===== config.mk =====
export PLATFORM = sky130hd
export DESIGN_NAME = ddr_iod_dly_sequencer
export DESIGN_NICKNAME = d
export VERILOG_FILES = /design/src/rtl/ddr_iod_dly_pkg.sv /design/src/rtl/ddr_iod_dly_gap_timer.sv /design/src/rtl/ddr_iod_dly_sequencer.sv
export SDC_FILE = /design/constraint.sdc
export NUM_CORES = 1
export LEC_CHECK = 0
export ABC_CLOCK_PERIOD_IN_PS = 9400
export CELL_PAD_IN_SITES_DETAIL_PLACEMENT = 0
export CELL_PAD_IN_SITES_GLOBAL_PLACEMENT = 1
export CORE_MARGIN = 4
export CORE_UTILIZATION = 38
export DETAILED_ROUTE_END_ITERATION = 8
export GPL_TIMING_DRIVEN = 0
export PLACE_DENSITY_LB_ADDON = 0.1
export RECOVER_POWER = 100
export SLEW_MARGIN = 20
export SYNTH_ARGS = -nofsm -noshare
export SYNTH_HDL_FRONTEND = slang
export SYNTH_SLANG_ARGS = --single-unit

===== constraint.sdc =====
create_clock -name fab_clk -period 9.4 [get_ports fab_clk]
set_input_delay 0.94 -clock fab_clk [delete_from_list [all_inputs] [get_ports fab_clk]]
set_output_delay 0.94 -clock fab_clk [all_outputs]
set_load 0.01 [all_outputs]

===== src/rtl/ddr_iod_dly_pkg.sv =====
// Shared types and constants for the IOD delay-line sequencer.
// Latency: n/a (package only).
// Backpressure: n/a (package only).
package ddr_iod_dly_pkg;

  typedef enum logic [2:0] {
    ST_IDLE,
    ST_CHECK,
    ST_LOAD,
    ST_LGAP,
    ST_SETUP,
    ST_MOVE,
    ST_MGAP,
    ST_RESP
  } state_t;

  localparam logic DIR_INC = 1'b1;
  localparam logic DIR_DEC = 1'b0;

  localparam int DEF_TAP_W    = 8;
  localparam int DEF_LOAD_TAP = 1;

endpackage


===== src/rtl/ddr_iod_dly_gap_timer.sv =====
// Loadable down-counter that spaces delay-line pulses by GAP idle cycles.
// Latency: done asserts on the GAP-th cycle after load (the last idle cycle).
// Backpressure: none; load restarts the count at any time.
// Ports: clk, rst_n (sync, active-low), load (start a gap), done (last gap cycle).
module ddr_iod_dly_gap_timer #(
  parameter int GAP = 3
) (
  input  logic clk,
  input  logic rst_n,
  input  logic load,
  output logic done
);

  localparam int W = $clog2(GAP + 1);

  logic [W-1:0] cnt_q;

  always_ff @(posedge clk) begin
    if (!rst_n) begin
      cnt_q <= '0;
    end else if (load) begin
      cnt_q <= W'(GAP);
    end else if (cnt_q != '0) begin
      cnt_q <= cnt_q - 1'b1;
    end
  end

  // Count runs GAP..1 across the gap; value 1 marks its final cycle.
  assign done = (cnt_q == W'(1));

endmodule


===== src/rtl/ddr_iod_dly_sequencer.sv =====
// Steps a selected IOD lane's dynamic delay line to a requested tap using LOAD and single MOVE pulses.
// Latency: response at T0+3+N*(MOVE_GAP+1) for N steps, +MOVE_GAP+1 when a LOAD is requested; errors at T0+2.
// Backpressure: req_ready only in IDLE; requests presented while busy are ignored, not queued.
// Ports: fab_clk/reset_n (sync, active-low); req_* request handshake; rsp_* one-cycle completion with
//        final tap and error; busy; delay_line_* per-lane MOVE/DIRECTION/LOAD outputs and OUT_OF_RANGE input.
module ddr_iod_dly_sequencer
  import ddr_iod_dly_pkg::*;
#(
  parameter int NUM_LANES = 2,
  parameter int LANE_W    = 1,
  parameter int TAP_W     = DEF_TAP_W,
  parameter int TAP_MAX   = 255,
  parameter int LOAD_TAP  = DEF_LOAD_TAP,
  parameter int MOVE_GAP  = 3
) (
  input  logic                 fab_clk,
  input  logic                 reset_n,
  input  logic                 req_valid,
  output logic                 req_ready,
  input  logic [LANE_W-1:0]    req_lane,
  input  logic                 req_load,
  input  logic [TAP_W-1:0]     req_tap,
  output logic                 rsp_valid,
  output logic                 rsp_err,
  output logic [TAP_W-1:0]     rsp_tap,
  output logic                 busy,
  output logic [NUM_LANES-1:0] delay_line_move,
  output logic [NUM_LANES-1:0] delay_line_direction,
  output logic [NUM_LANES-1:0] delay_line_load,
  input  logic [NUM_LANES-1:0] delay_line_out_of_range
);

  localparam logic [TAP_W-1:0] LOAD_TAP_V  = TAP_W'(LOAD_TAP);
  localparam logic [TAP_W:0]   TAP_MAX_V   = (TAP_W + 1)'(TAP_MAX);
  localparam logic [LANE_W:0]  NUM_LANES_V = (LANE_W + 1)'(NUM_LANES);

  state_t               state_q, state_d;
  logic                 alive_q;
  logic [LANE_W-1:0]    lane_q;
  logic [TAP_W-1:0]     tgt_q;
  logic                 load_q;
  logic [TAP_W-1:0]     cnt_q [NUM_LANES];
  logic [NUM_LANES-1:0] dir_q;
  logic                 rsp_err_q;
  logic [TAP_W-1:0]     rsp_tap_q;

  logic                 accept, lane_ok, tap_ok, dir_now, gap_done;
  logic [LANE_W-1:0]    lane_idx;
  logic [NUM_LANES-1:0] lane_oh;
  logic [TAP_W-1:0]     cur_tap, step_tap;
  logic                 timer_load, cnt_wr, dir_wr, rsp_cap, rsp_err_d;
  logic [TAP_W-1:0]     cnt_wd, rsp_tap_d;

  assign accept   = req_valid && req_ready;
  assign lane_ok  = ({1'b0, lane_q} < NUM_LANES_V);
  assign tap_ok   = ({1'b0, tgt_q} <= TAP_MAX_V);
  // A rejected lane never drives pulses; clamp the index so array reads stay in range.
  assign lane_idx = lane_ok ? lane_q : '0;
  assign lane_oh  = lane_ok ? (NUM_LANES'(1) << lane_idx) : '0;
  assign cur_tap  = cnt_q[lane_idx];
  assign dir_now  = (tgt_q > cur_tap) ? DIR_INC : DIR_DEC;
  assign step_tap = (dir_q[lane_idx] == DIR_INC) ? cur_tap + 1'b1 : cur_tap - 1'b1;

  ddr_iod_dly_gap_timer #(
    .GAP(MOVE_GAP)
  ) u_gap (
    .clk  (fab_clk),
    .rst_n(reset_n),
    .load (timer_load),
    .done (gap_done)
  );

  always_ff @(posedge fab_clk) begin
    if (!reset_n) begin
      state_q   <= ST_IDLE;
      alive_q   <= 1'b0;
      lane_q    <= '0;
      tgt_q     <= '0;
      load_q    <= 1'b0;
      dir_q     <= '0;
      rsp_err_q <= 1'b0;
      rsp_tap_q <= '0;
      for (int i = 0; i < NUM_LANES; i++) cnt_q[i] <= LOAD_TAP_V;
    end else begin
      state_q <= state_d;
      alive_q <= 1'b1;
      if (accept) begin
        lane_q <= req_lane;
        tgt_q  <= req_tap;
        load_q <= req_load;
      end
      if (cnt_wr) cnt_q[lane_idx] <= cnt_wd;
      if (dir_wr) dir_q[lane_idx] <= dir_now;
      if (rsp_cap) begin
        rsp_err_q <= rsp_err_d;
        rsp_tap_q <= rsp_tap_d;
      end
    end
  end

  always_comb begin
    state_d    = state_q;
    timer_load = 1'b0;
    cnt_wr     = 1'b0;
    cnt_wd     = cur_tap;
    dir_wr     = 1'b0;
    rsp_cap    = 1'b0;
    rsp_err_d  = 1'b0;
    rsp_tap_d  = cur_tap;
    case (state_q)
      ST_IDLE: begin
        if (accept) state_d = ST_CHECK;
      end
      ST_CHECK: begin
        if (!lane_ok || !tap_ok) begin
          state_d   = ST_RESP;
          rsp_cap   = 1'b1;
          rsp_err_d = 1'b1;
          rsp_tap_d = lane_ok ? cur_tap : '0;
        end else if (load_q) begin
          state_d = ST_LOAD;
        end else begin
          state_d = ST_SETUP;
        end
      end
      ST_LOAD: begin
        cnt_wr     = 1'b1;
        cnt_wd     = LOAD_TAP_V;
        timer_load = 1'b1;
        state_d    = ST_LGAP;
      end
      ST_LGAP: begin
        if (gap_done) state_d = ST_SETUP;
      end
      ST_SETUP: begin
        // Direction settles here, a full cycle ahead of the first MOVE.
        dir_wr = 1'b1;
        if (tgt_q == cur_tap) begin
          state_d = ST_RESP;
          rsp_cap = 1'b1;
        end else begin
          state_d = ST_MOVE;
        end
      end
      ST_MOVE: begin
        timer_load = 1'b1;
        state_d    = ST_MGAP;
      end
      ST_MGAP: begin
        if (gap_done) begin
          // A range flag means the IOD refused this step, so the counter keeps its old value.
          if (delay_line_out_of_range[lane_idx]) begin
            state_d   = ST_RESP;
            rsp_cap   = 1'b1;
            rsp_err_d = 1'b1;
          end else begin
            cnt_wr = 1'b1;
            cnt_wd = step_tap;
            if (step_tap == tgt_q) begin
              state_d   = ST_RESP;
              rsp_cap   = 1'b1;
              rsp_tap_d = step_tap;
            end else begin
              state_d = ST_MOVE;
            end
          end
        end
      end
      ST_RESP: begin
        state_d = ST_IDLE;
      end
      default: begin
        state_d = ST_IDLE;
      end
    endcase
  end

  always_comb begin
    delay_line_direction = dir_q;
    if (state_q == ST_SETUP) delay_line_direction[lane_idx] = dir_now;
  end

  assign delay_line_move = (state_q == ST_MOVE) ? lane_oh : '0;
  assign delay_line_load = (state_q == ST_LOAD) ? lane_oh : '0;
  assign req_ready       = (state_q == ST_IDLE) && alive_q;
  assign busy            = (state_q != ST_IDLE);
  assign rsp_valid       = (state_q == ST_RESP);
  assign rsp_err         = rsp_valid && rsp_err_q;
  assign rsp_tap         = rsp_tap_q;

endmodule


; Yosys cells after proc, flatten, opt, wreduce, memory -nomap -nowiden
; Memory sizes are Yosys's and may differ from the RTL's. A register that Yosys moved wholly into a read port is not among the register bits.
; Index checks and enable logic that the tools add are counted.
[word_totals]
latchBits = 0
regBits = 27
output_inout_bits = 18
in_bits = 15
mem_bits_ro = 0
wordCells = 93
ramBits = 16
n_memories = 1
[memory_table]
columns = memory, words, width, read_ports, rd_ports_with_merged_regs, wr, line_no
row1 = cnt_q, 2, 8, 1, 1, 2, ddr_iod_dly_sequencer.sv:42  ; logic [TAP_W-1:0] cnt_q [NUM_LANES];
[op_classes]
multipliers = 0
order_cmp = 3
n_div = 0
mux = 52
n_bitwise = 0
shifts = 1
add_sub_neg = 3
n_eq_ne = 13
reduce_logical = 11
[ops]
columns = op, count
row1 = 2-to-1 mux 8 bit, 8
row2 = 2-to-1 mux 1 bit, 26
row3 = one-hot mux 3 bit (8 select lines), 1
row4 = equality test 8 bit, 2
row5 = 2-to-1 mux 2 bit, 8
row6 = one-hot mux 8 bit (2 select lines), 1
row7 = equality test 3 bit (second input constant), 4
row8 = 2-to-1 mux 3 bit, 4
row9 = adder 8 x 1 -> 8 bit (second input constant), 1
row10 = greater-than comparator 8 bit, 1
row11 = OR reduction 8 bit, 1
row12 = subtractor 8 x 1 -> 8 bit (second input constant), 1
row13 = equality test 3 x 2 -> 1 bit (second input constant), 2
row14 = inequality test 2 bit (second input constant), 3
row15 = logical AND 1 bit, 4
row16 = one-hot mux 1 bit (2 select lines), 2
row17 = nonzero test 2 bit, 2
row18 = equality test 3 x 1 -> 1 bit (second input constant), 1
row19 = zero test 3 bit, 1
row20 = AND reduction 3 bit, 1
row21 = nonzero test 3 bit, 1
row22 = bitwise mux 2 bit, 1
row23 = equality test 2 x 1 -> 1 bit (second input constant), 1
row24 = < comparator 1 x 2 -> 1 bit (second input constant), 1
row25 = other kinds (5), 5

; Longest topological paths before layout
; Gate-level depths: netlist of the first run.
[depth]
ltp_word = 10
depth_mapped = 13
mapped_depth_nobuf = 11

; Modules after synthesis
; From an unflattened synthesis of the first run, not the netlist that was laid out.
[hier_totals]
cells_unflattened = 274
area_unflattened_um2 = 2640.0
[by_module_without_submodules]
columns = module, instances, area_each_um2, seq_area_each_um2, cells_each
row1 = ddr_iod_dly_sequencer, 1, 2533.7, 1001.0, 264
row2 = ddr_iod_dly_gap_timer, 1, 106.4, 40.0, 10

; Worst setup path before layout of the first run
; No wires, ideal clock.
[synth_path]
path_kind = reg2reg
startpoint = reg lane_q (netlist: lane_idx)
endpoint = reg rsp_tap_q[2] (netlist: rsp_tap[2])
path_buffers = 1
path_stages_with_launch = 13
required_ns = 9.330
synth_period_minus_slack_ns = 3.389
path_slack_ns = 6.011
arrival_time_ns = 3.319
setup_ns = 0.070
path_cell_list = dfxtp_1 > buf_2 > mux2i_1 > inv_1 > fa_1 > xor2_1 > a22oi_1 > o2111ai_1 > or3_4 > nor3b_4 > nand4_4 > mux2_1 > a21oi_1
[synth_via]
elab_chain_len = 8
word_cells_on_any_way = 14
classes_between = eq/ne: 1 / mux: 13
[synth_rtl]
columns = item, line_no
row1 = start: declaration, ddr_iod_dly_sequencer.sv:39  ; logic [LANE_W-1:0] lane_q;
row2 = start signal: assignment, ddr_iod_dly_sequencer.sv:88  ; lane_q <= req_lane;
row3 = 2-to-1 mux 1 bit (implied by the code) (2 in series), ddr_iod_dly_sequencer.sv:62  ; assign step_tap = (dir_q[lane_idx] == DIR_INC) ? cur_tap + 1'b1 : cur_tap - 1'b1;
row4 = 2-to-1 mux 8 bit, ddr_iod_dly_sequencer.sv:62
row5 = equality test 8 bit, ddr_iod_dly_sequencer.sv:159  ; if (step_tap == tgt_q) begin
row6 = 2-to-1 mux 1 bit / 2-to-1 mux 8 bit (equally long branches), ddr_iod_dly_sequencer.sv:159
row7 = 2-to-1 mux 1 bit / 2-to-1 mux 8 bit (equally long branches), ddr_iod_dly_sequencer.sv:152  ; if (delay_line_out_of_range[lane_idx]) begin
row8 = 2-to-1 mux 1 bit / 2-to-1 mux 8 bit (equally long branches), ddr_iod_dly_sequencer.sv:150  ; if (gap_done) begin
row9 = one-hot mux 1 bit (2 select lines) / 2-to-1 mux 8 bit (equally long branches), -
row10 = end signal: assignment, ddr_iod_dly_sequencer.sv:96  ; rsp_tap_q <= rsp_tap_d;
row11 = end: declaration, ddr_iod_dly_sequencer.sv:45  ; logic [TAP_W-1:0] rsp_tap_q;
; Parallel ways exist; a longest one is shown, timed or not. The select of a mux whose other input is x is not followed.
; A chain may end at the register's enable or synchronous reset.

; Final worst setup path of the first run
[layout_path]
startpoint = reg lane_q (netlist: lane_idx)
endpoint = reg rsp_tap_q[7] (netlist: rsp_tap[7])
; Same word-level chain as after synthesis.

==> results of run 1 <==
-- kinds of logic after synthesis --
family,after synthesis,share of synthesized area [%]
mux,29,11.5
compound gates,57,13.6
xor+xnor,14,4.99
flops,44,37.7
fa+ha+maj,17,7.98
buf+inv,34,5.12
simple gates,106,19.1
-- power groups by stage --
stage | combinational [mW] | clock (mW) | sequential [mW]
floorplan | 0.0894 | 0 | 0.215
global placement | 0.118 | 0 | 0.217
detailed placement | 0.119 | 0 | 0.217
CTS | 0.120 | 0.127 | 0.213
global route | 0.132 | 0.136 | 0.214
finish | 0.116 | 0.123 | 0.213
-- worst max-delay path by stage --
stage	start	to	cells past startpoint
floorplan	lane_idx$_SDFFE_PN0P_	rsp_tap[2]$_SDFFE_PN0P_	12
finish	lane_idx$_SDFFE_PN0P_	rsp_tap[7]$_SDFFE_PN0P_	12
global route	lane_idx$_SDFFE_PN0P_	rsp_tap[6]$_SDFFE_PN0P_	12
CTS	flop	delay_line_direction[0]	12
detailed placement	lane_idx$_SDFFE_PN0P_	rsp_tap[7]$_SDFFE_PN0P_	13
global placement	lane_idx$_SDFFE_PN0P_	rsp_tap[6]$_SDFFE_PN0P_	12
-- flip-flops by register name (all words and copies together) (netlist names), named ones only --
register and count:
alive_q 1, dir_q 2, rsp_tap 8, load_q 1, cnt_q 16, state_q 3
rsp_err_q 1, lane_idx 1, tgt_q 8, u_gap.cnt_q 2
-- per-stage QoR --
step	cell area [um2]	hold WS, ns	instances	utilization, %
finish	3270	0.477	437	47.3
global route	3270	0.489	437	47.3
CTS	3290	0.483	437	47.7
detailed placement	3200	0.467	429	46.3
global placement	3200	0.461	429	46.3
floorplan	2760	0.460	301	-
-- routing by layer --
layer / vias to the layer above / GRT usage [%] / part of all wire (%)
met4: 0 / 4.27 / 1.1
met3: 6 / 2.98 / 3.0
met2: 34 / 24.4 / 43
met5: - / 0 / 0
met1: 994 / 23.7 / 53
li1: 1133 / - / -
-- critical path, delay by kind of cell (launching register included) --
kind                     cells  cell delay [ns]
flip-flops                   1             0.31
XOR/XNOR                     1             0.12
AO/OA/AOI/OAI                6             2.48
AND/OR/NAND/NOR              1             0.17
multiplexers                 1             0.82
adder cells (fa/ha/maj)      1             0.41
buffers and inverters        2             0.79
-- layout make-up --
class / count / area share (%)
multi-input combinational: 223 / 47.9
clock buffer: 6 / 2.53
inverter: 20 / 2.30
clock inverter: 2 / 0.306
sequential: 44 / 31.8
tap: 96 / 3.67
timing repair buffer: 32 / 9.80
buffer: 14 / 1.65
-- cells in the final DEF, fill, tap and decap left out, types with 3 or more instances in the layout --
cell type	count
dfxtp_1	28
ha_1	16
o21a_1	4
edfxtp_1	16
nor2_1	43
inv_1	18
or3_1	5
mux2i_1	16
a21o_1	4
nor3_1	7
nand2_1	22
clkbuf_1	12
mux2_2	11
a21oi_1	15
dlygate4sd3_1	21
nand3_1	5
o21ai_0	14
clkdlybuf4s50_1	11
a211oi_1	4
xnor2_1	10
o22ai_1	4
nor2b_1	5
nand2b_1	5
clkbuf_8	6
xor2_1	3
==> out/results.env, run 1 <==
FINISH.NET_COUNT=372
CTS.HTREE.LEVELS=2
TIMING.HOLD.WORST_PATH_DEPTH=2
POST-ROUTE-DRC-COUNT=0
WORST_PATH_LARGEST_CELL_DELAY_NS=1.04
FLOORPLAN.DIE.WIDTH_UM=93.2
FLOORPLAN.ROWS=30
WORST_HOLD_PATH_TYPE='reg -> reg'
GRT_SETUP_UNREPAIRED='false'
CTS_TREE='done'
TOTAL_POWER_mW=0.451
MULTIINPUTGATEAREA_MM2=0.00157
GLOBAL_ROUTE_WIRE_LENGTH_BEFORE_REPAIR_MM=10.9
WORSTPATHREQUIRED_NS=9.63
POSTCTSRESIZEDCELLS=0
YOSYSTOPAREACELLSHARE_PCT=20.3
RUN_STATUS='finished clean'
FILLER_CELL_COUNT=728
GP_ROUTABILITY_CONGESTION=0.842
N_ANTENNA_CELL=0
CLKLATENCYLATEPIN_NS=0.30
GRT_ANTENNA_BEFORE_REPAIR=0
CTS_NUM_SINKS=44
DP_HPWL_MM=5.16
CTS_HOLD_BUF=0
SYNTH.AVG_CELL_AREA_UM2=9.17
SYN-CELL-AREA_MM2=0.00276
CP-END-KIND='flop'
SYN-INSTANCE-COUNT=301
SEQ_AREA_FRAC_SYNTH_PCT=37.7
STARTPOINT_TYPE='flop'
ACHIEVABLE-FREQUENCY_GHz=0.194
DRT-VIAS-PER-INSTANCE=4.96
TRACK_USAGE_PCT=16.2
CLOCK_POWER_SHARE_PCT=27.2
REGTOREGSTARTPOINT='lane_idx$_SDFFE_PN0P_'
TIMING.FINAL.CRIT_SHARE_PCT=54.9
WORST_PATH_MAX_DELAY_CELL='a2111oi_0'
FF_LATCH_AREA_MM2=0.00104
YOSYS_WARNINGS=0
ROUTED_WIRELENGTH_MM=6.55
SETUP_VIOL=0
POWER_PER_CELL_AREA_mW_PER_MM2=138
SHARE_SEQ_OF_TOTAL_POWER_PCT=47.1
ROUTE.VIAS.TOTAL=2167
DIEHEIGHT_UM=93.2
FINAL_TOTAL_NEGATIVE_SETUP_SLACK_NS=0
POSTCTSSETUPBUFFERS=0
POST_SYNTH_MOST_FREQUENT_CELLS='nor2_1, dfxtp_1, nand2_1, inv_1'
YOSYSTOPAREACELL='dfxtp_1'
CLOCK_SKEW_NS=0.00589
DRV.MAX_CAP_VIOLATION_COUNT=0
SYNTH-ASYNC-RESET-RATIO_PCT=0
ANT_NETS=0
DESIGN.PORTCOUNT=33
DETAIL_ROUTE.FIRST_PASS.ITERATIONS=4
SYNTHESIS.NETS=333
FP.COREAREA_MM2=0.00691
MIN-DELAY-START='rsp_tap[1]$_SDFFE_PN0P_'
IR_DROP_V=0.0000949
SYNTHFLOPTYPE='dfxtp_1'
FLOORPLAN.INITIALDENSITY_PCT=39.9
SLEW_WORST_PIN_NS=1.19
YS_TYPES=54
P_LEAK_nW=1.31
CLOCK-ROOT-BUFFER='clkbuf_8'
CELLINTERNALPOWER_mW=0.317
R2R.WORST_PATH.CELLS=12
FINAL_CRITICAL_PATH_SETUP_SLACK_NS=4.24
DIE_AREA_MM2=0.00869
REPORT.FINAL.SLEW_VIOL_COUNT=0
YOSYS.CELL_COUNT.TOP_TYPE='nor2_1'
GRT_START_MAX_NET_PINS=14
CTS.PATH.MAX_BUFFERS=2
COMBPWRFRAC_PCT=25.7
SETUP.REG_TO_REG.WORST_SLACK_NS=4.24
CP.ARRIVAL_NS=5.39
DRIVE_GT1_SHARE_PCT=7.62
PLACEMENT.SETUP.WORST_SLACK_NS=5.29
LAYOUT_MIN_CYCLE_TIME_NS=5.16
NUMBER_OF_CLOCK_BUFFERS_INSERTED_BY_TRITONCTS=5
SWITCHING_SHARE_PCT=29.8
POST_SYNTH_MAIN_AREA_CONTRIBUTORS='dfxtp_1, edfxtp_1, ha_1'
HOLD_VIOLATIONS=0
VIAS_IN_THE_FIRST_GLOBAL_ROUTE=2124
GLOBALROUTE.TOTALOVERFLOW=0
SYNTH_EDF_COUNT=16
HOLD-PATH-ENDPOINT='rsp_tap[1]$_SDFFE_PN0P_'
WORST-SETUP-PATH-TYPE='reg -> reg'
P_SW_mW=0.135
SYNTHTOLAYOUTAREAGROWTH_PCT=18.5
DETAIL_ROUTE.ITER0.VIOLATIONS=66
CRIT_PATH_CELL_TRACE='clkbuf_1 > mux2i_1 > ha_1 > and2_0 > a2111oi_0 > o31ai_1 > a21oi_1 > xor2_1 > o21ai_0 > clkbuf_1 > o21ai_0 > a21oi_1'
CP_MAX_FO=10
WL_PER_CELL_UM=15.0
YS_FF_LATCH=44
CLK_PIN_SLEW_WORST_PATHS_NS=0.08
PORT-BUFFER-COUNT=32
TIMING.MAX_SLEW.REL_SLACK_PCT=18.5
TIMING.RR.END='rsp_tap[7]$_SDFFE_PN0P_'
Note: power is estimated with default switching activity, not from simulation.
==> run 2: changes to the inputs <==
--- a/config.mk
+++ b/config.mk
@@ -5,7 +5,7 @@
 export SDC_FILE = /design/constraint.sdc
 export NUM_CORES = 1
 export LEC_CHECK = 0
-export ABC_CLOCK_PERIOD_IN_PS = 9400
+export ABC_CLOCK_PERIOD_IN_PS = 4700
 export CELL_PAD_IN_SITES_DETAIL_PLACEMENT = 0
 export CELL_PAD_IN_SITES_GLOBAL_PLACEMENT = 1
 export CORE_MARGIN = 4
==> constraint.sdc (replaced) <==
create_clock -name fab_clk -period 4.7 [get_ports fab_clk]
set_input_delay 0.47 -clock fab_clk [delete_from_list [all_inputs] [get_ports fab_clk]]
set_output_delay 0.47 -clock fab_clk [all_outputs]
set_load 0.01 [all_outputs]
==> out/results.env, run 2 (same netlist as run 1, synthesis figures left out) <==
HOLDWS_NS=0.477  # +0.0000430 ns
GRTUSAGEMET1_PCT=23.7  # unchanged
DRIVE_GT1_SHARE_PCT=7.62  # unchanged
GRT.BUSIEST_LAYER='met2'
WORST_HOLD_PATH_TYPE='reg -> reg'
CLKLATENCYLATEPIN_NS=0.29  # about the same
DRT-VIAS-PER-INSTANCE=4.99  # +0.55%
WORST_PATH_LARGEST_CELL_DELAY_NS=0.61  # -0.43 ns
POSTCTSSETUPBUFFERS=0  # unchanged
WL_PER_CELL_UM=15.0  # +0.32%
SHARE_SEQ_OF_TOTAL_POWER_PCT=47.0  # about the same
GLOBALROUTE.TOTALOVERFLOW=0  # unchanged
CTS_HOLD_BUF=0  # unchanged
SYNTHTOLAYOUTAREAGROWTH_PCT=18.9
DP_HPWL_MM=5.16  # unchanged
P_LEAK_nW=1.31  # +0.30%
DIEHEIGHT_UM=93.2  # unchanged
CTS.HTREE.LEVELS=2  # unchanged
GLOBAL_ROUTE.USAGE.MET3_PCT=2.98  # unchanged
CLOCK_SKEW_NS=0.00617  # +0.000278 ns
LAYOUT_COMMON_CELLS='nor2_1, dfxtp_1, nand2_1'
CP-END-KIND='primary output'
REPORT.FINAL.SLEW_VIOL_COUNT=0  # unchanged
WORST-SETUP-PATH-TYPE='reg -> out'
FLOORPLAN.INITIALDENSITY_PCT=39.9  # unchanged
MIN-DELAY-START='rsp_tap[1]$_SDFFE_PN0P_'
CELLINTERNALPOWER_mW=0.634  # +100%
FLOORPLAN.DIE.WIDTH_UM=93.2  # unchanged
CP_MAX_FO=8  # -2
FINAL_CRITICAL_PATH_SETUP_SLACK_NS=0.460  # -3.78 ns
SWITCHING_SHARE_PCT=29.9  # +0.054 points
ROUTE.VIAS.TOTAL=2179  # +0.55%
FP.COREAREA_MM2=0.00691  # unchanged
CTS.PATH.MAX_BUFFERS=2  # unchanged
PORT-BUFFER-COUNT=32  # unchanged
PLACEMENT.SETUP.WORST_SLACK_NS=0.595  # -4.70 ns
LAYOUT_MIN_CYCLE_TIME_NS=4.24
TOP_REGISTER='cnt_q'
TIMING.MAX_SLEW.REL_SLACK_PCT=24.1  # +5.6 points
LARGEST_REGISTER_FFS=16  # unchanged
IR_DROP_V=0.000190  # +100%
FILLER_CELL_COUNT=725  # -0.41%
DIE_AREA_MM2=0.00869  # unchanged
GRT_START_MAX_NET_PINS=14  # unchanged
CLOCK_POWER_SHARE_PCT=27.2  # about the same
FINAL_COMMON_CELL='nor2_1'
CTS_TREE='done'
DETAIL_ROUTE.FIRST_PASS.ITERATIONS=4  # unchanged
CLK_PIN_SLEW_WORST_PATHS_NS=0.08  # about the same
CLOCK-ROOT-BUFFER='clkbuf_8'
ANT_NETS=0  # unchanged
REGTOREGSTARTPOINT='lane_idx$_SDFFE_PN0P_'
GRT_SETUP_UNREPAIRED='false'
CRIT_PATH_CELL_TRACE='clkbuf_1 > mux2i_1 > ha_1 > nor2b_1 > o21a_1 > o21a_1 > o21a_1 > o21ai_0 > a211oi_1 > o21ai_0 > nand2_1 > dlygate4sd3_1'
CRIT_TOP_CELL='o21a_1'
FINISH.NET_COUNT=372  # unchanged
FLOORPLAN.ROWS=30  # unchanged
STARTPOINT_TYPE='flop'
DESIGN.PORTCOUNT=33  # unchanged
CP.ARRIVAL_NS=3.77  # -1.62 ns
MET2_USAGE_PCT=24.4  # unchanged
RUN_STATUS='finished clean'
P_SW_mW=0.271  # +100%
ROUTED_WIRELENGTH_MM=6.57  # +0.32%
NUMBER_OF_CLOCK_BUFFERS_INSERTED_BY_TRITONCTS=5  # unchanged
SETUP_VIOL=0  # unchanged
VIAS_IN_THE_FIRST_GLOBAL_ROUTE=2124  # unchanged
TRACK_USAGE_PCT=16.2  # unchanged
HOLD_VIOLATIONS=0  # unchanged
POSTCTSRESIZEDCELLS=0  # unchanged
DETAIL_ROUTE.ITER0.VIOLATIONS=85  # +29%
GRT_ANTENNA_BEFORE_REPAIR=0  # unchanged
SLEW_WORST_PIN_NS=1.13  # -0.0578 ns
COMBPWRFRAC_PCT=25.8  # about the same
GP_ROUTABILITY_CONGESTION=0.842  # unchanged
POWER_PER_CELL_AREA_mW_PER_MM2=276  # +100%
N_ANTENNA_CELL=0  # unchanged
TIMING.FINAL.CRIT_SHARE_PCT=90.2
DRV.MAX_CAP_VIOLATION_COUNT=0  # unchanged
GLOBAL_ROUTE_WIRE_LENGTH_BEFORE_REPAIR_MM=10.9  # unchanged
CTS_NUM_SINKS=44  # unchanged
WORSTPATHREQUIRED_NS=4.23  # -5.40 ns
POST-ROUTE-DRC-COUNT=0  # unchanged
FINAL_TOTAL_NEGATIVE_SETUP_SLACK_NS=0  # unchanged
WORST_PATH_MAX_DELAY_CELL='dlygate4sd3_1'
ACHIEVABLE-FREQUENCY_GHz=0.236
==> run 2: worst paths after layout <==
kind | cells past startpoint | slack [ns] | end
worst max-delay path | 12 | 0.46 | delay_line_direction[0]
worst min-delay path | 2 | 0.48 | rsp_tap[1]$_SDFFE_PN0P_
worst max register to register | 11 | 0.58 | rsp_tap[4]$_SDFFE_PN0P_
worst min register to register | 2 | 0.48 | rsp_tap[1]$_SDFFE_PN0P_
==> run 2: cell type report <==
| cell class | instances | area (um2) | area share, % |
|---|---|---|---|
| clock buffer | 6 | 82.6 | 2.52 |
| timing repair buffer | 32 | 320 | 9.76 |
| multi-input combinational | 223 | 1570 | 47.9 |
| sequential | 44 | 1040 | 31.7 |
| tap | 96 | 120 | 3.66 |
| clock inverter | 2 | 10.0 | 0.305 |
| buffer | 14 | 58.8 | 1.79 |
| inverter | 20 | 75.1 | 2.29 |
==> run 2: critical path: cells and delay by family, from the launching register on <==
family | cells | cell delay [ns]
AND/OR/NAND/NOR | 2 | 0.23
flip-flops | 1 | 0.33
adder cells (fa/ha/maj) | 1 | 0.33
multiplexers | 1 | 0.52
AO/OA/AOI/OAI | 6 | 0.97
buffers and inverters | 2 | 1.09
==> run 2: per-layer routing <==
layer	routed length, um	part of all wire, %
met1	3440	52
met5	0	0
met2	2840	43
met4	85	1.3
met3	203	3.1
==> run 2: power by group through the flow <==
stage | logic [mW] | clock network (mW) | registers (mW)
floorplan | 0.179 | 0 | 0.431
global placement | 0.236 | 0 | 0.434
detailed placement | 0.238 | 0 | 0.434
CTS | 0.240 | 0.255 | 0.425
global route | 0.264 | 0.272 | 0.428
finish | 0.234 | 0.246 | 0.425
==> run 2: per-stage QoR <==
step	cell area (um2)	std cells	util, %	total power, mW
after floorplan	2760	301	-	0.610
after global placement	3200	429	46.3	0.670
after detailed placement	3200	429	46.3	0.673
after CTS	3290	437	47.7	0.920
after global routing	3280	437	47.5	0.965
final	3280	437	47.5	0.905
==> run 3: changes to the inputs <==
--- a/config.mk
+++ b/config.mk
@@ -11,7 +11,6 @@
 export CORE_MARGIN = 4
 export CORE_UTILIZATION = 38
 export DETAILED_ROUTE_END_ITERATION = 8
-export GPL_TIMING_DRIVEN = 0
 export PLACE_DENSITY_LB_ADDON = 0.1
 export RECOVER_POWER = 100
 export SLEW_MARGIN = 20
==> out/results.env, run 3 (same netlist as run 1, synthesis figures left out) <==
WORSTPATHREQUIRED_NS=4.23  # about the same
LAYOUT_MIN_CYCLE_TIME_NS=4.04  # -0.197 ns
MIN-DELAY-START='rsp_tap[0]$_SDFFE_PN0P_'
HOLD_VIOLATIONS=0  # unchanged
ANT_NETS=0  # unchanged
WORST-SETUP-PATH-TYPE='reg -> out'
CP_MAX_FO=8  # unchanged
TRACK_USAGE_PCT=16.6  # +0.42 points
CP.ARRIVAL_NS=3.57  # -0.20 ns
GRT.BUSIEST_LAYER='met2'
DETAIL_ROUTE.ITER0.VIOLATIONS=131  # +54%
CLOCK-ROOT-BUFFER='clkbuf_8'
LAYOUT_COMMON_CELLS='nor2_1, dfxtp_1, nand2_1'
GLOBALROUTE.TOTALOVERFLOW=0  # unchanged
CRIT_PATH_CELL_TRACE='mux2i_1 > clkbuf_1 > ha_1 > nor2b_1 > o21a_1 > o21a_1 > o21a_1 > o21ai_0 > a211oi_1 > o21ai_0 > nand2_1 > dlygate4sd3_1'
TIMING.FINAL.CRIT_SHARE_PCT=86.0  # -4.2 points
TOTAL_POWER_mW=0.932  # +3.0%
DIE_AREA_MM2=0.00869  # unchanged
DRT-VIAS-PER-INSTANCE=5.06  # +1.5%
P_LEAK_nW=1.31  # -0.47%
CTS.HTREE.LEVELS=2  # unchanged
CRIT_TOP_CELL='o21a_1'
DETAIL_ROUTE.FIRST_PASS.ITERATIONS=4  # unchanged
POSTCTSRESIZEDCELLS=0  # unchanged
LARGEST_REGISTER_FFS=16  # unchanged
ACHIEVABLE-FREQUENCY_GHz=0.247  # +4.9%
DRV.MAX_CAP_VIOLATION_COUNT=0  # unchanged
WORST_PATH_MAX_DELAY_CELL='dfxtp_1'
ROUTE.VIAS.TOTAL=2156  # -1.1%
NUMBER_OF_CLOCK_BUFFERS_INSERTED_BY_TRITONCTS=5  # unchanged
RUN_STATUS='finished clean'
GRT_ANTENNA_BEFORE_REPAIR=0  # unchanged
HOLDWS_NS=0.480  # +0.00279 ns
WORST_PATH_LARGEST_CELL_DELAY_NS=0.64  # +0.03 ns
DP_HPWL_MM=5.22  # +1.1%
FINISH.NET_COUNT=361  # -3.0%
DRIVE_GT1_SHARE_PCT=7.58  # -0.049 points
GLOBAL_ROUTE_WIRE_LENGTH_BEFORE_REPAIR_MM=11.2  # +3.0%
TOP_REGISTER='cnt_q'
SETUP_VIOL=0  # unchanged
FLOORPLAN.DIE.WIDTH_UM=93.2  # unchanged
DIEHEIGHT_UM=93.2  # unchanged
WORST_HOLD_PATH_TYPE='reg -> reg'
WL_PER_CELL_UM=15.8  # +5.0%
FINAL_CELL_AREA_MM2=0.00326  # -0.65%
VIAS_IN_THE_FIRST_GLOBAL_ROUTE=2159  # +1.6%
CTS.PATH.MAX_BUFFERS=2  # unchanged
STARTPOINT_TYPE='flop'
GRT_START_MAX_NET_PINS=20  # +6
CP-END-KIND='primary output'
GRTUSAGEMET1_PCT=22.7  # -0.99 points
FINAL_TOTAL_NEGATIVE_SETUP_SLACK_NS=0  # unchanged
INSTANCES_NO_FILL=426  # -2.5%
PORT-BUFFER-COUNT=32  # unchanged
POSTCTSSETUPBUFFERS=0  # unchanged
CTS_TREE='done'
MET2_USAGE_PCT=27.5  # +3.1 points
CLKLATENCYLATEPIN_NS=0.30  # about the same
CLK_PIN_SLEW_WORST_PATHS_NS=0.09  # about the same
FINAL_COMMON_CELL='nor2_1'
SLEW_WORST_PIN_NS=0.802  # -0.332 ns
IR_DROP_V=0.000159  # -16%
CRITICAL_PATH.TOP_DELAY_FAMILY='compound AO/OA/AOI/OAI gates'
GP_ROUTABILITY_CONGESTION=0.788  # -6.5%
POST-ROUTE-DRC-COUNT=0  # unchanged
FP.COREAREA_MM2=0.00691  # unchanged
POWER_PER_CELL_AREA_mW_PER_MM2=286  # +3.7%
FLOORPLAN.ROWS=30  # unchanged
FLOORPLAN.INITIALDENSITY_PCT=39.9  # unchanged
GRT_SETUP_UNREPAIRED='false'
NUMBER_OF_BUFFERS_AND_INVERTERS_ON_THE_CRITICAL_PATH=2  # unchanged
SYNTHTOLAYOUTAREAGROWTH_PCT=18.1
DPL_CELL_AREA_MM2=0.00316  # -1.4%
REPORT.FINAL.SLEW_VIOL_COUNT=0  # unchanged
CTS_NUM_SINKS=44  # unchanged
REGTOREGSTARTPOINT='lane_idx$_SDFFE_PN0P_'
DESIGN.PORTCOUNT=33  # unchanged
PLACED_CELLS=418  # -2.6%
GLOBAL_ROUTE.USAGE.MET3_PCT=2.82  # -0.16 points
CTS_HOLD_BUF=0  # unchanged
TIMING.MAX_SLEW.REL_SLACK_PCT=45.0  # +21 points
ROUTED_WIRELENGTH_MM=6.72  # +2.3%
CLOCK_SKEW_NS=0.0117  # +0.00548 ns
N_ANTENNA_CELL=0  # unchanged
## run 3: path summary, 6_finish.rpt
kind / end / slack [ns] / depth (start not counted)
worst max-delay path: delay_line_direction[1] / 0.66 / 12
worst min-delay path: rsp_tap[0]$_SDFFE_PN0P_ / 0.48 / 2
worst min register to register: rsp_tap[0]$_SDFFE_PN0P_ / 0.48 / 2
worst max register to register: rsp_tap[3]$_SDFFE_PN0P_ / 0.69 / 10
## run 3: metal layers
metal,up-vias,wire [um]
met4,0,37
li1,1114,-
met2,36,3140
met1,1004,3330
met5,-,0
met3,2,215
## run 3: layout make-up
class | count | area (um2)
Tap cell | 96 | 120
Multi-Input combinational cell | 223 | 1570
Fill cell | 712 | 3650
Clock buffer | 6 | 93.8
Inverter | 20 | 75.1
Sequential cell | 44 | 1040
Clock inverter | 2 | 17.5
Timing Repair Buffer | 35 | 339
## run 3: power by group
group	switching (mW)	internal [mW]	total, mW	leakage [nW]
Combinational	0.123	0.102	0.226	0.864
Clock	0.134	0.139	0.273	0.0565
Sequential	0.0204	0.413	0.433	0.386
## run 3: worst reg2reg max path, stage by stage (launching register included)
cell and delay, ns:
dfxtp_1 0.54, mux2i_1 0.73, ha_1 0.40, and2_0 0.19, a2111oi_2 0.55, o31ai_1 0.15, a21oi_1 0.39, xnor2_1 0.24
nand4_4 0.22, mux2_1 0.41, a21oi_1 0.14
## run 3: metrics by stage
step           setup WS [ns]  util, %
4_1_cts                0.815     47.3
3_5_place_dp           0.835     45.7
5_1_grt                0.353     47.2
6_report               0.657     47.2
3_3_place_gp           0.954     45.7
2_1_floorplan           1.31        -
